==> config.mk <==
export PLATFORM = sky130hd
export DESIGN_NAME = bufreg_sequencer
export DESIGN_NICKNAME = d
export VERILOG_FILES = /design/src/rtl/lvdc_pkg.sv /design/src/rtl/bufreg_sequencer_rr_arbiter.sv /design/src/rtl/bufreg_sequencer.sv
export SDC_FILE = /design/constraint.sdc
export NUM_CORES = 1
export LEC_CHECK = 0
export BUFFER_PORTS_ARGS = -buffer_cell sky130_fd_sc_hd__buf_2
export CORE_UTILIZATION = 55
export CTS_CLUSTER_SIZE = 30
export DETAILED_ROUTE_END_ITERATION = 12
export PLACE_DENSITY_LB_ADDON = 0.1
export SYNTH_ARGS = -nofsm -noshare
export SYNTH_HDL_FRONTEND = slang
export SYNTH_HIERARCHICAL = 1
export SYNTH_SLANG_ARGS = --single-unit
==> constraint.sdc <==
create_clock -name clk -period 4.3 [get_ports clk]
set_input_delay 1.29 -clock clk [delete_from_list [all_inputs] [get_ports clk]]
set_output_delay 1.29 -clock clk [all_outputs]
set_load 0.1 [all_outputs]
==> src/rtl/lvdc_pkg.sv <==
// lvdc_pkg: shared types and helpers for the buffer-register sequencer.
//   state_t       - sequencer states (IDLE, CLEAR, SENSE, WAITBT, XFER, DONE)
//   *_DEFAULT     - default requester count, sense hold and transfer count
//   TR_INDEX      - transfer strobe numbering, bit 0 of tr = tr1
//   rr_pick()     - first set request at or after a pointer, wrapping
package lvdc_pkg;

  typedef enum logic [2:0] {
    S_IDLE,
    S_CLEAR,
    S_SENSE,
    S_WAITBT,
    S_XFER,
    S_DONE
  } state_t;

  localparam int NREQ_DEFAULT         = 4;
  localparam int SENSE_CYCLES_DEFAULT = 2;
  localparam int NTR_DEFAULT          = 10;

  localparam int unsigned TR_INDEX [NTR_DEFAULT] = '{1, 2, 3, 4, 5, 7, 8, 10, 11, 13};

  // Returns the index of the first set bit of req at or after ptr, scanning
  // upward and wrapping at n. Returns 0 when nothing is set; callers qualify
  // the result with |req.
  function automatic int unsigned rr_pick(input logic [31:0] req,
                                          input int unsigned ptr,
                                          input int unsigned n);
    int unsigned pick;
    int unsigned j;
    logic        found;
    pick  = 0;
    found = 1'b0;
    for (int unsigned k = 0; k < n; k++) begin
      j = (ptr + k) % n;
      if (!found && req[j[4:0]]) begin
        pick  = j;
        found = 1'b1;
      end
    end
    return pick;
  endfunction

endpackage

==> src/rtl/bufreg_sequencer_rr_arbiter.sv <==
// rr_arbiter: combinational round-robin pick among NREQ requesters.
//   i_req    in   NREQ        request vector
//   i_ptr    in   log2(NREQ)  highest-priority index this round
//   o_onehot out  NREQ        one-hot grant candidate (0 when no request)
//   o_idx    out  log2(NREQ)  index of the candidate
//   o_any    out  1           at least one request present
// NREQ must be at least 2 and at most 32.
module rr_arbiter
  import lvdc_pkg::*;
#(
  parameter int NREQ = NREQ_DEFAULT
) (
  input  logic [NREQ-1:0]         i_req,
  input  logic [$clog2(NREQ)-1:0] i_ptr,
  output logic [NREQ-1:0]         o_onehot,
  output logic [$clog2(NREQ)-1:0] o_idx,
  output logic                    o_any
);

  localparam int IW = $clog2(NREQ);

  logic [IW-1:0] w_idx;

  always_comb begin
    w_idx    = IW'(rr_pick(32'(i_req), 32'(i_ptr), NREQ));
    o_any    = |i_req;
    o_idx    = w_idx;
    o_onehot = o_any ? (NREQ'(1) << w_idx) : '0;
  end

endmodule

==> src/rtl/bufreg_sequencer.sv <==
// bufreg_sequencer: arbitrates the memory modules' read requests for the
// shared 12-bit buffer register and, per grant, drives clear, sector Y/Z
// sense sampling and the ten transfer strobes paced by the bit-time strobe.
//   clk    in   1     system clock
//   rst    in   1     synchronous active-high reset
//   bt     in   1     bit-time strobe, one clk wide
//   req    in   NREQ  read requests (level, held until ack)
//   sec_z  in   NREQ  per-requester sector select (0=Y, 1=Z), taken at grant
//   gnt    out  NREQ  one-hot grant, CLEAR through DONE
//   cbr    out  1     buffer register clear
//   sbry   out  1     sense sample, sector Y
//   sbrz   out  1     sense sample, sector Z
//   tr     out  NTR   one-hot transfer strobe, bit 0 = tr1
//   ack    out  NREQ  one-clk completion pulse
//   busy   out  1     sequence in progress
// All outputs are registered.
module bufreg_sequencer
  import lvdc_pkg::*;
#(
  parameter int NREQ         = NREQ_DEFAULT,
  parameter int SENSE_CYCLES = SENSE_CYCLES_DEFAULT,
  parameter int NTR          = NTR_DEFAULT
) (
  input  logic            clk,
  input  logic            rst,
  input  logic            bt,
  input  logic [NREQ-1:0] req,
  input  logic [NREQ-1:0] sec_z,
  output logic [NREQ-1:0] gnt,
  output logic            cbr,
  output logic            sbry,
  output logic            sbrz,
  output logic [NTR-1:0]  tr,
  output logic [NREQ-1:0] ack,
  output logic            busy
);

  localparam int IW = $clog2(NREQ);
  localparam int CW = (SENSE_CYCLES > 1) ? $clog2(SENSE_CYCLES) : 1;
  localparam int SW = $clog2(NTR);

  state_t          r_state, w_nxt;
  logic [IW-1:0]   r_idx, w_nxt_idx, r_ptr;
  logic [NREQ-1:0] r_oh, w_nxt_oh;
  logic            r_z, w_nxt_z;
  logic [CW-1:0]   r_cnt, w_nxt_cnt;
  logic [SW-1:0]   r_step, w_nxt_step;

  logic [NREQ-1:0] w_arb_oh;
  logic [IW-1:0]   w_arb_idx;
  logic            w_arb_any;

  logic [NREQ-1:0] r_gnt, w_gnt, r_ack, w_ack;
  logic            r_cbr, w_cbr, r_sbry, w_sbry, r_sbrz, w_sbrz, r_busy, w_busy;
  logic [NTR-1:0]  r_tr, w_tr;

  rr_arbiter #(.NREQ(NREQ)) u_arb (
    .i_req    (req),
    .i_ptr    (r_ptr),
    .o_onehot (w_arb_oh),
    .o_idx    (w_arb_idx),
    .o_any    (w_arb_any)
  );

  always_comb begin
    w_nxt      = r_state;
    w_nxt_idx  = r_idx;
    w_nxt_oh   = r_oh;
    w_nxt_z    = r_z;
    w_nxt_cnt  = r_cnt;
    w_nxt_step = r_step;
    case (r_state)
      S_IDLE: begin
        if (w_arb_any) begin
          w_nxt     = S_CLEAR;
          w_nxt_idx = w_arb_idx;
          w_nxt_oh  = w_arb_oh;
          w_nxt_z   = sec_z[w_arb_idx];
        end
      end
      S_CLEAR: begin
        w_nxt     = S_SENSE;
        w_nxt_cnt = '0;
      end
      S_SENSE: begin
        if (r_cnt == CW'(SENSE_CYCLES - 1)) w_nxt = S_WAITBT;
        else                                w_nxt_cnt = r_cnt + 1'b1;
      end
      S_WAITBT: begin
        if (bt) begin
          w_nxt      = S_XFER;
          w_nxt_step = '0;
        end
      end
      S_XFER: begin
        if (bt) begin
          if (r_step == SW'(NTR - 1)) w_nxt = S_DONE;
          else                        w_nxt_step = r_step + 1'b1;
        end
      end
      S_DONE:  w_nxt = S_IDLE;
      default: w_nxt = S_IDLE;
    endcase

    // Outputs are decoded from the state being entered so that the output
    // flops line up with the state register rather than lagging it.
    w_busy = (w_nxt != S_IDLE);
    w_gnt  = w_busy ? w_nxt_oh : '0;
    w_cbr  = (w_nxt == S_CLEAR);
    w_sbry = (w_nxt == S_SENSE) && !w_nxt_z;
    w_sbrz = (w_nxt == S_SENSE) &&  w_nxt_z;
    w_tr   = (w_nxt == S_XFER) ? (NTR'(1) << w_nxt_step) : '0;
    w_ack  = (w_nxt == S_DONE) ? w_nxt_oh : '0;
  end

  always_ff @(posedge clk) begin
    if (rst) begin
      r_state <= S_IDLE;
      r_idx   <= '0;
      r_ptr   <= '0;
      r_oh    <= '0;
      r_z     <= 1'b0;
      r_cnt   <= '0;
      r_step  <= '0;
      r_gnt   <= '0;
      r_cbr   <= 1'b0;
      r_sbry  <= 1'b0;
      r_sbrz  <= 1'b0;
      r_tr    <= '0;
      r_ack   <= '0;
      r_busy  <= 1'b0;
    end else begin
      r_state <= w_nxt;
      r_idx   <= w_nxt_idx;
      r_oh    <= w_nxt_oh;
      r_z     <= w_nxt_z;
      r_cnt   <= w_nxt_cnt;
      r_step  <= w_nxt_step;
      if (r_state == S_DONE)
        r_ptr <= (r_idx == IW'(NREQ - 1)) ? '0 : r_idx + 1'b1;
      r_gnt   <= w_gnt;
      r_cbr   <= w_cbr;
      r_sbry  <= w_sbry;
      r_sbrz  <= w_sbrz;
      r_tr    <= w_tr;
      r_ack   <= w_ack;
      r_busy  <= w_busy;
    end
  end

  assign gnt  = r_gnt;
  assign cbr  = r_cbr;
  assign sbry = r_sbry;
  assign sbrz = r_sbrz;
  assign tr   = r_tr;
  assign ack  = r_ack;
  assign busy = r_busy;

endmodule

After elaboration in Yosys (flattened, before gate mapping)
Index checks and enable logic that the tools add are counted.

Bits of input ports: 11. Bits in writable memories: 0. Memories kept: 0. Latch bits: 0. Logic and storage cells: 92. ROM bits: 0. Output and inout port bits: 22. Register bits: 39.

$add $sub $neg: 6. Shifts and indexed selects: 2. Div/mod/pow operators: 0. Reduce and logical (&&, ||, !) cells: 17. Multipliers: 0. Multiplexer cells: 34. Order comparisons: 5. Equal/unequal tests: 11. Bitwise gates (word level): 3.

Operators by type and width (number): 2-bit by 6-bit < comparator with 1-bit output, second input constant (4); 4-bit two-way mux (5); 3-bit two-way mux (5); 3-bit case mux with 5 select lines (1); 3-bit == test, second input constant (4); 1-bit two-way mux (11); 1-bit binary-select mux with 2-bit select (5); 2-bit two-way mux (5); 1-bit by 4-bit << shifter with 10-bit output, first input constant (1); 3-bit by 2-bit == test with 1-bit output, second input constant (3); 4-bit case mux with 2 select lines (1); 3-bit by 1-bit == test with 1-bit output, second input constant (2); 2-bit OR reduction (3); 1-bit logical AND (5); 2-bit by 1-bit adder with 2-bit output, second input constant (2); 2-bit adder, second input constant (2); 4-bit by 1-bit adder with 4-bit output, second input constant (1); 4-bit == test, second input constant (1); 1-bit logical NOT (4); 4-bit OR reduction (1); 1-bit by 2-bit << shifter with 4-bit output, first input constant (1); 3-bit logical NOT (1); 2-bit by 3-bit < comparator with 1-bit output, second input constant (1); 1-bit inverter (3); 6 further kinds (6).

Logic depth before layout (Yosys ltp)
Gate-level depths: netlist of run 1.

Word-level depth: 18. Gate-level depth with buffers: 8. Mapped depth without buffers: 7.

By module
The synthesis of run 1 kept the hierarchy.

Modules (own cells, without submodules): bufreg_sequencer (times used 1, cells an instance 156, seq. area each 780.7 um2, area each 1607.8 um2); rr_arbiter (times used 1, cells an instance 33, seq. area each 0.0 um2, area each 211.5 um2).

Worst setup path after synthesis of run 1
No wires, ideal clock.

Path kind: input port to flip-flop. Start point: input req[0]. End point: register r_sbry (netlist: sbry). Arrival time: 2829 ps. Path buffers: 1. Cell stages on the path: 8. Required time: 4234 ps. Setup time: 66 ps. Setup slack: 1406 ps. Cells stage by stage: buf_2 -> mux2i_1 -> nor2_1 -> a311oi_1 -> mux4_2 -> mux2i_1 -> inv_1 -> nor2_1.

Word-level cells in the longest chain between the ends: 18. Elaborated cells on any way between the ends: 31. Classes of those cells: eq/ne (1); mux (21); reduce/logical (9).

Ends and longest elaborated chain: from (decl) (RTL line bufreg_sequencer.sv:27) `input logic [NREQ-1:0] req,`; 1-bit binary-select mux with 2-bit select (RTL line lvdc_pkg.sv:36) `if (!found && req[j[4:0]]) begin`; 1-bit two-way mux (not written as such) (RTL line lvdc_pkg.sv:36); 1-bit two-way mux (RTL line lvdc_pkg.sv:36); 1-bit logical NOT (RTL line lvdc_pkg.sv:36); 1-bit logical AND (RTL line lvdc_pkg.sv:36); 1-bit two-way mux (RTL line lvdc_pkg.sv:36); 1-bit logical NOT (RTL line lvdc_pkg.sv:36); 1-bit logical AND (RTL line lvdc_pkg.sv:36); [... 3 more ...]; 2-bit two-way mux * (RTL line lvdc_pkg.sv:36); via w_arb_idx[0] (RTL line bufreg_sequencer.sv:50) `logic [IW-1:0] w_arb_idx;`; 1-bit binary-select mux with 2-bit select * (RTL line bufreg_sequencer.sv:78) `w_nxt_z = sec_z[w_arb_idx];`; 1-bit two-way mux (not written as such) * (RTL line bufreg_sequencer.sv:78); 1-bit two-way mux * (RTL line bufreg_sequencer.sv:74) `if (w_arb_any) begin`; 1-bit two-way mux * (RTL line bufreg_sequencer.sv:72) `case (r_state)`; 1-bit logical NOT * (RTL line bufreg_sequencer.sv:110) `w_sbry = (w_nxt == S_SENSE) && !w_nxt_z;`; 1-bit logical AND * (RTL line bufreg_sequencer.sv:110); to (signal assigned) (RTL line bufreg_sequencer.sv:143) `r_sbry <= w_sbry;`; to (decl) (RTL line bufreg_sequencer.sv:54) `logic r_cbr, w_cbr, r_sbry, w_sbry, r_sbrz, w_sbrz, r_busy, w_busy;`.

Mark *: on every way through the listed nets, which the timed path passes. The rest lies on a longest branch. The select of a mux whose other input is x is not followed. A chain may end at the register's enable or synchronous reset.

Worst setup path in the final report of run 1
Start point: input req[2]. End point: register r_sbry (netlist: sbry).

The elaborated chain is that of the path after synthesis.

==> impl_metrics.csv, run 1 <==
group,metric,value,unit
pwr,total_power,0.846,mW
cts,clk_path_buf_depth,2,
critical_path,end_kind,"flip-flop",
yosys,synth_edf_count,0,
yosys,synth_top_cell_area_share,0.429,
critical_path,crit_path_start,"req[2]",
cts,cts_resized,0,
detailed_routing,first_iter_violations,80,
yosys,synth_compound_area_frac,0.193,
detailed_routing,vias_per_cell,5.62,
critical_path,r2r_slack,2010,ps
run_status,outcome,"complete, no violations",
detailed_routing,postRouteAntennaNets,0,
yosys,synth_top_family_by_area,"simple AND/OR/NAND/NOR gates",
critical_path,critPathSlowestCell,"mux4_2",
final_layout,layout.cells.non_filler,261,
timing,setup_violations,0,
floorplan,die_height,59.5,µm
flow_run,cap_violations,0,
critical_path,path_cells,"buf_2, mux2i_1, nor2_1, a311oi_1, mux4_2, mux2i_1, inv_1, nor2_1",
timing,worst_pin_slew,620,ps
final_layout,area_growth,13.8,%
timing,rsz0062_at_grt,"no",
critical_path,reg2reg_from,"r_ptr[1]",
yosys,synth_area_leaders,"dfxtp_1, nor2_1, mux2i_1",
critical_path,cp.depth,8,
detailed_routing,drt-wirelength-per-cell,13.2,µm
critical_path,crit_buf_inv,2,
detailed_routing,dr_total_vias,1468,
floorplan,core.rowCount,20,
critical_path,cp-endpoint,"sbry",
pwr,cellLeakagePower,0.901,nW
critical_path,cp_top_family,"multiplexers",
global_routing,grt_pass1_vias,1241,
timing,relSlewSlack,0.585,
critical_path,critical_path.max_stage_delay,550,ps
final_layout,drive_gt1_frac,0.272,
floorplan,io_pins,33,
cts,clock_latency,330,ps
yosys,yosys-top-cells-count,"dfxtp_1, nor2_1, a21oi_1",
yosys,yosysMostFrequentCell,"dfxtp_1",
global_routing,grt_pass1_wl,5400,µm
yosys,async_flop_share,0,
cts,htree_levels,2,
placement,placed_cells,253,
critical_path,crit_type,"input pin to flip-flop",
critical_path,r2r-end,"sbry",
timing,clock_skew,7.75,ps
global_routing,overflow,0,
critical_path,crit_required,4570,ps
pwr,powerDensity,409,mW/mm²
timing,fmax,367,MHz
yosys,syn_nets,203,
cts,cts_tree,"yes",
placement,place_hpwl,2480,µm
placement,gp_congestion,0.803,
yosys,synthMuxAreaShare,0.0619,
global_routing,antenna_found_initial,0,
yosys,synth_largest_area_cell,"dfxtp_1",
cts,post_cts_buffers,0,
detailed_routing,drc,0,
placement,dp_slack,1220,ps
yosys,synth_top_flop_cell,"dfxtp_1",
yosys,avgSynthCellArea,9.63,µm²
critical_path,worstPathMaxFanout,10,
final_layout,final_nets,230,
final_layout,antenna_cells,0,
detailed_routing,wl,3450,µm
detailed_routing,first_pass_iters,4,
min_path,hold_path.class,"flip-flop to flip-flop",
critical_path,critPathArrivalTime,3000,ps
timing,layout_setup_ws,1570,ps
timing,finalHoldViolCount,0,
floorplan,dieArea,0.00354,mm²
yosys,synthCells,189,
global_routing,grt_max_degree,20,
cts,root_buffer,"clkbuf_4",
cts,holdBufCountCts,0,
yosys,ys_ff_latch,39,
global_routing,grt_use_total,0.211,
yosys,syn_area,0.00182,mm²
cts,cts_buffers,5,
yosys,yosysWarnings,6,
floorplan,start_util,0.586,
timing,period_minus_slack,2730,ps
cts,clk_pin_slew,110,ps
yosys,yosys.area_share.simple,0.230,
critical_path,ff2ff_path_depth,7,
placement,portBuffers,32,
timing,slew_viol_final,0,
timing,setup_tns,0,ps
yosys,synth_fa_ha_area_frac,0.0206,
pwr,peakVddDrop,225,µV
yosys,synth_cell_type_count,58,
yosys,synthXorXnorAreaFrac,0,
floorplan,core_area,0.00310,mm²
yosys,ys_seq_area_frac,0.429,
critical_path,startpoint_type,"input pin",
floorplan,die_w,59.5,µm
timing,fin_crit_sh,0.634,
cts,clock_sinks,39,
timing,holdWs,509,ps
==> report_power, final <==
part           internal [mW]  switching, mW  total [mW]
Clock                  0.181          0.111       0.292
Sequential             0.379         0.0168       0.396
Combinational         0.0478          0.110       0.157
Total                  0.608          0.237       0.846
==> logic make-up (layout without fill, tap and decap cells) <==
group | Yosys count | in the layout
buffers and inverters | 23 | 51
DFF | 39 | 39
and+or+nand+nor | 68 | 68
muxes | 10 | 10
AOI/OAI and AO/OA | 46 | 46
adders and majority gates | 3 | 3
==> sequential cells by signal, indices dropped and copies added, names as in the netlist <==
name     flops
r_ptr        2
r_cnt        1
r_oh         4
busy         1
sbrz         1
r_step       4
ack          4
gnt          4
sbry         1
r_state      3
r_idx        2
tr          10
cbr          1
r_z          1
==> layout by cell type (no fill, tap or decap), types with 2 or more instances in the layout <==
cell type / netlist / layout
dfxtp_1: 39 / 39
buf_2: 3 / 32
nor2_1: 25 / 25
a21oi_1: 13 / 13
inv_1: 9 / 9
mux2i_1: 9 / 9
nor3_1: 9 / 9
o21ai_0: 7 / 7
nand2_1: 5 / 5
clkbuf_4: 0 / 5
nand3b_1: 4 / 4
nor3b_2: 4 / 4
nand3_1: 3 / 3
a21boi_0: 3 / 3
ha_1: 3 / 3
o211ai_1: 2 / 2
a32oi_1: 2 / 2
a2bb2oi_1: 2 / 2
bufinv_16: 0 / 2
o221a_2: 2 / 2
==> tightest hold or removal path, cell delays in order (launching register included) <==
cell and delay [ps]:
dfxtp_1 350, mux2i_1 70, nor2_1 70
==> through the flow <==
stage / utilization / instance area (µm²)
2_1_floorplan: - / 1820
3_3_place_gp: 0.634 / 1970
3_5_place_dp: 0.634 / 1970
4_1_cts: 0.667 / 2070
5_1_grt: 0.667 / 2070
6_report: 0.667 / 2070
==> routing by layer <==
layer | wire length [µm] | GRT usage | share of wire
met1 | 1440 | 0.225 | 0.42
met2 | 1820 | 0.390 | 0.53
met3 | 130 | 0.0524 | 0.038
met4 | 58 | 0.0897 | 0.017
met5 | 0 | 0 | 0
==> worst min-delay path by stage <==
stage                     slack, ps       end  cells after the start  startpoint
after detailed placement        480     r_cnt                      2       r_cnt
after floorplan                 460     r_cnt                      2       r_cnt
after global placement          480     r_cnt                      2       r_cnt
after CTS                       520  r_idx[1]                      2    r_idx[1]
final                           510  r_idx[1]                      2    r_idx[1]
after global routing            560   r_oh[3]                      2     r_oh[3]
==> area by class of cell <==
cell class / count / area [µm²]
clock buffer: 6 / 41.3
sequential: 39 / 781
timing repair buffer: 33 / 168
fill: 277 / 1030
clock inverter: 2 / 60.1
inverter: 10 / 38.8
multi-input combinational: 127 / 926
tap: 44 / 55.1
Power figures use the tool's default switching activity.
==> run 2: changes to the inputs <==
--- a/config.mk
+++ b/config.mk
@@ -6,7 +6,7 @@
 export NUM_CORES = 1
 export LEC_CHECK = 0
 export BUFFER_PORTS_ARGS = -buffer_cell sky130_fd_sc_hd__buf_2
-export CORE_UTILIZATION = 55
+export CORE_UTILIZATION = 54
 export CTS_CLUSTER_SIZE = 30
 export DETAILED_ROUTE_END_ITERATION = 12
 export PLACE_DENSITY_LB_ADDON = 0.1
==> constraint.sdc (replaced) <==
create_clock -name clk -period 2.65 [get_ports clk]
set_input_delay 0.795 -clock clk [delete_from_list [all_inputs] [get_ports clk]]
set_output_delay 0.795 -clock clk [all_outputs]
set_load 0.1 [all_outputs]
==> impl_metrics.csv, run 2 (same netlist as run 1, synthesis figures left out) <==
group,metric,value,unit
run_status,outcome,"complete, no violations",
final_layout,area_growth,14.2,%
pwr,total_power,1.32,mW
cts,root_buffer,"clkbuf_4",
cts,clock_sinks,39,
detailed_routing,drt-wirelength-per-cell,13.8,µm
detailed_routing,vias_per_cell,5.64,
detailed_routing,drc,0,
cts,clk_pin_slew,120,ps
final_layout,drive_gt1_frac,0.286,
timing,period_minus_slack,2330,ps
critical_path,startpoint_type,"flip-flop",
timing,clock_skew,8.88,ps
timing,finalHoldViolCount,0,
final_layout,utilization,0.664,
critical_path,worstPathMaxFanout,13,
critical_path,ff2ff_path_depth,7,
cts,htree_levels,2,
final_layout,final_nets,233,
cts,cts_buffers,5,
global_routing,grt_pass1_wl,6040,µm
timing,worst_pin_slew,499,ps
global_routing,grt_pass1_vias,1287,
floorplan,core.rowCount,20,
floorplan,start_util,0.582,
flow_run,cap_violations,0,
timing,layout_setup_ws,320,ps
pwr,cellLeakagePower,0.911,nW
timing,fmax,429,MHz
placement,dp_slack,-3.74,ps
global_routing,antenna_found_initial,0,
timing,fin_crit_sh,0.879,
pwr,peakVddDrop,335,µV
min_path,holdPathStages,2,
placement,placed_area,0.00199,mm²
detailed_routing,dr_total_vias,1490,
global_routing,grt_use_total,0.228,
critical_path,critPathArrivalTime,2610,ps
placement,place_hpwl,2600,µm
floorplan,die_height,60.0,µm
critical_path,crit_required,2930,ps
detailed_routing,wl,3650,µm
critical_path,crit_type,"flip-flop to flip-flop",
critical_path,end_kind,"flip-flop",
timing,holdWs,515,ps
detailed_routing,first_iter_violations,57,
detailed_routing,postRouteAntennaNets,0,
cts,cts_resized,0,
global_routing,overflow,0,
placement,gp_congestion,0.828,
global_routing,grt_max_degree,20,
cts,post_cts_buffers,0,
min_path,hold_path.class,"flip-flop to flip-flop",
final_layout,final_common_cell,"dfxtp_1",
final_layout,final_cell_mix,"dfxtp_1, buf_2, nor2_1",
floorplan,core_area,0.00313,mm²
floorplan,dieArea,0.00360,mm²
pwr,powerDensity,637,mW/mm²
placement,portBuffers,32,
floorplan,io_pins,33,
timing,rsz0062_at_grt,"no",
final_layout,antenna_cells,0,
cts,holdBufCountCts,0,
cts,cts_tree,"yes",
cts,clk_path_buf_depth,2,
final_layout,largest_register_ffs,10,
timing,slew_viol_final,0,
timing,setup_violations,0,
detailed_routing,first_pass_iters,4,
timing,relSlewSlack,0.667,
final_layout,fin_area,0.00208,mm²
cts,clock_latency,340,ps
floorplan,die_w,60.0,µm
run 2: cell count changes in the layout (fill, tap and decap cells not counted), sizes merged:
cell,change
buf,+3
clkinv,+1
bufinv,-1
run 2: cell type report:
type | count | area, µm²
multi-input cells | 127 | 926
flip-flops and latches | 39 | 781
repair buffers | 36 | 190
clock inverters | 2 | 35.0
well taps | 44 | 55.1
inverters | 10 | 38.8
fillers | 263 | 1050
clock buffers | 6 | 51.3
run 2: stage by stage:
step | setup TNS [ps] | instances
after floorplan | 0 | 189
after global placement | 0 | 256
after detailed placement | -3.74 | 256
after CTS | 0 | 264
after global routing | 0 | 264
final | 0 | 264
run 2: path summary, 6_finish.rpt:
check	slack [ps]	start	to
worst min-delay path	510	r_cnt	r_cnt
worst max register to register	320	r_ptr[1]	sbry
worst min register to register	510	r_cnt	r_cnt
worst max-delay path	320	r_ptr[1]	sbry
run 2: where the power goes:
group	total, mW	leakage, nW	switching [mW]	internal, mW
registers	0.645	0.317	0.0296	0.615
logic	0.264	0.546	0.180	0.0843
clock network	0.415	0.0482	0.192	0.223
total	1.32	0.911	0.401	0.923
run 2: worst max-delay path, stage by stage, from the launching register on:
cell	delay (ps)
dfxtp_1	580
mux2i_1	230
nor2_1	50
a311oi_1	430
mux4_2	560
mux2i_1	250
inv_1	80
nor2_1	90
run 2: layer usage:
layer / track usage / vias to the layer above / part of all wire
met3: 0.0606 / 6 / 0.039
met2: 0.357 / 38 / 0.47
met1: 0.306 / 709 / 0.48
met5: 0 / - / 0
met4: 0.0698 / 0 / 0.011
li1: - / 737 / -
==> run 3: changes to the inputs <==
--- a/config.mk
+++ b/config.mk
@@ -9,7 +9,7 @@
 export CORE_UTILIZATION = 54
 export CTS_CLUSTER_SIZE = 30
 export DETAILED_ROUTE_END_ITERATION = 12
-export PLACE_DENSITY_LB_ADDON = 0.1
+export PLACE_DENSITY = 0.78
 export SYNTH_ARGS = -nofsm -noshare
 export SYNTH_HDL_FRONTEND = slang
 export SYNTH_HIERARCHICAL = 1
==> constraint.sdc (replaced) <==
create_clock -name clk -period 2.65 [get_ports clk]
set_input_delay 0.795 -clock clk [delete_from_list [all_inputs] [get_ports clk]]
set_output_delay 0.795 -clock clk [all_outputs]
set_load 0.02 [all_outputs]
==> impl_metrics.csv, run 3 (same netlist as run 1, synthesis figures left out) <==
group,metric,value,unit
critical_path,r2r_slack,370,ps
critical_path,critPathArrivalTime,2560,ps
flow_run,cap_violations,0,
timing,fmax,438,MHz
pwr,seqPwrFrac,0.526,
floorplan,die_w,60.0,µm
critical_path,crit_type,"flip-flop to flip-flop",
detailed_routing,dr_total_vias,1486,
min_path,hold_path.class,"flip-flop to flip-flop",
pwr,total_power,1.22,mW
timing,layout_setup_ws,369,ps
critical_path,crit_required,2930,ps
global_routing,overflow,0,
pwr,p_sw_frac,0.267,
floorplan,io_pins,33,
timing,worst_pin_slew,523,ps
final_layout,antenna_cells,0,
detailed_routing,postRouteAntennaNets,0,
final_layout,final_cell_mix,"dfxtp_1, buf_2, nor2_1",
timing,setup_violations,0,
global_routing,antenna_found_initial,0,
critical_path,end_kind,"flip-flop",
cts,clock_sinks,39,
detailed_routing,drc,0,
final_layout,nFillCells,255,
placement,gp_congestion,0.885,
critical_path,worstPathMaxFanout,13,
pwr,p_int,0.896,mW
final_layout,final_common_cell,"dfxtp_1",
cts,root_buffer,"clkbuf_4",
cts,clk_path_buf_depth,2,
detailed_routing,first_iter_violations,73,
timing,rsz0062_at_grt,"no",
placement,placed_cells,254,
global_routing,grt_use_total,0.212,
final_layout,drive_gt1_frac,0.280,
placement,place_hpwl,2550,µm
global_routing,grt_pass1_wl,5600,µm
timing,fin_crit_sh,0.861,
critical_path,startpoint_type,"flip-flop",
timing,relSlewSlack,0.650,
floorplan,core_area,0.00313,mm²
detailed_routing,drt-wirelength-per-cell,13.3,µm
final_layout,layout.cells.non_filler,262,
cts,clk_pin_slew,110,ps
pwr,cellLeakagePower,0.898,nW
timing,period_minus_slack,2280,ps
pwr,peakVddDrop,474,µV
placement,dp_slack,34.0,ps
timing,clock_skew,5.97,ps
floorplan,die_height,60.0,µm
timing,holdWs,525,ps
global_routing,grt_max_degree,20,
global_routing,grt_pass1_vias,1287,
cts,cts_buffers,5,
placement,portBuffers,32,
detailed_routing,first_pass_iters,4,
pwr,pwr-share-comb,0.153,
final_layout,multi_input_area,926,µm²
pwr,clkPwrFrac,0.321,
final_layout,area.sequential,781,µm²
cts,htree_levels,2,
floorplan,start_util,0.582,
timing,setup_tns,0,ps
pwr,powerDensity,595,mW/mm²
cts,cts_resized,0,
timing,slew_viol_final,0,
final_layout,largest_register_ffs,10,
pwr,p_sw,0.327,mW
detailed_routing,wl,3480,µm
floorplan,dieArea,0.00360,mm²
cts,clock_latency,340,ps
run_status,outcome,"complete, no violations",
floorplan,core.rowCount,20,
final_layout,area_growth,13.1,%
detailed_routing,vias_per_cell,5.67,
cts,holdBufCountCts,0,
final_layout,final_nets,231,
timing,finalHoldViolCount,0,
cts,cts_tree,"yes",
cts,post_cts_buffers,0,
==> run 3: final cells by class <==
type | instances | area share
inverter | 10 | 0.0189
timing repair buffer | 34 | 0.0852
tap | 44 | 0.0268
sequential | 39 | 0.380
clock buffer | 5 | 0.0182
multi-input combinational | 127 | 0.450
clock inverter | 3 | 0.0213
==> run 3: per-stage QoR <==
| stage | util | instance area [µm²] |
|---|---|---|
| final | 0.658 | 2060 |
| after CTS | 0.658 | 2060 |
| after global routing | 0.658 | 2060 |
| after global placement | 0.632 | 1980 |
| after detailed placement | 0.632 | 1980 |
| after floorplan | - | 1820 |
==> run 3: path summary, 6_finish.rpt <==
check,depth (start not counted),to,start
setup / recovery,7,sbry,r_ptr[1]
hold / removal,2,r_cnt,r_cnt
setup reg to reg,7,sbry,r_ptr[1]
hold reg to reg,2,r_cnt,r_cnt
==> run 3: critical path, cell delays in order (launching register included) <==
cell and delay (ps):
dfxtp_1 560, mux2i_1 230, nor2_1 50, a311oi_1 440, mux4_2 560, mux2i_1 230, inv_1 60, nor2_1 90
==> run 3: layer usage <==
layer / vias up / GRT usage / routed length (µm)
met2: 29 / 0.367 / 1870
met3: 8 / 0.0498 / 106
met5: - / 0 / 0
li1: 733 / - / -
met1: 716 / 0.245 / 1420
met4: 0 / 0.103 / 87
==> run 3: power groups by stage <==
stage	Clock [mW]	Combinational, mW	Sequential, mW
finish	0.393	0.187	0.644
global route	0.423	0.206	0.650
CTS	0.401	0.188	0.644
detailed placement	0	0.188	0.657
global placement	0	0.182	0.654
floorplan	0	0.137	0.656
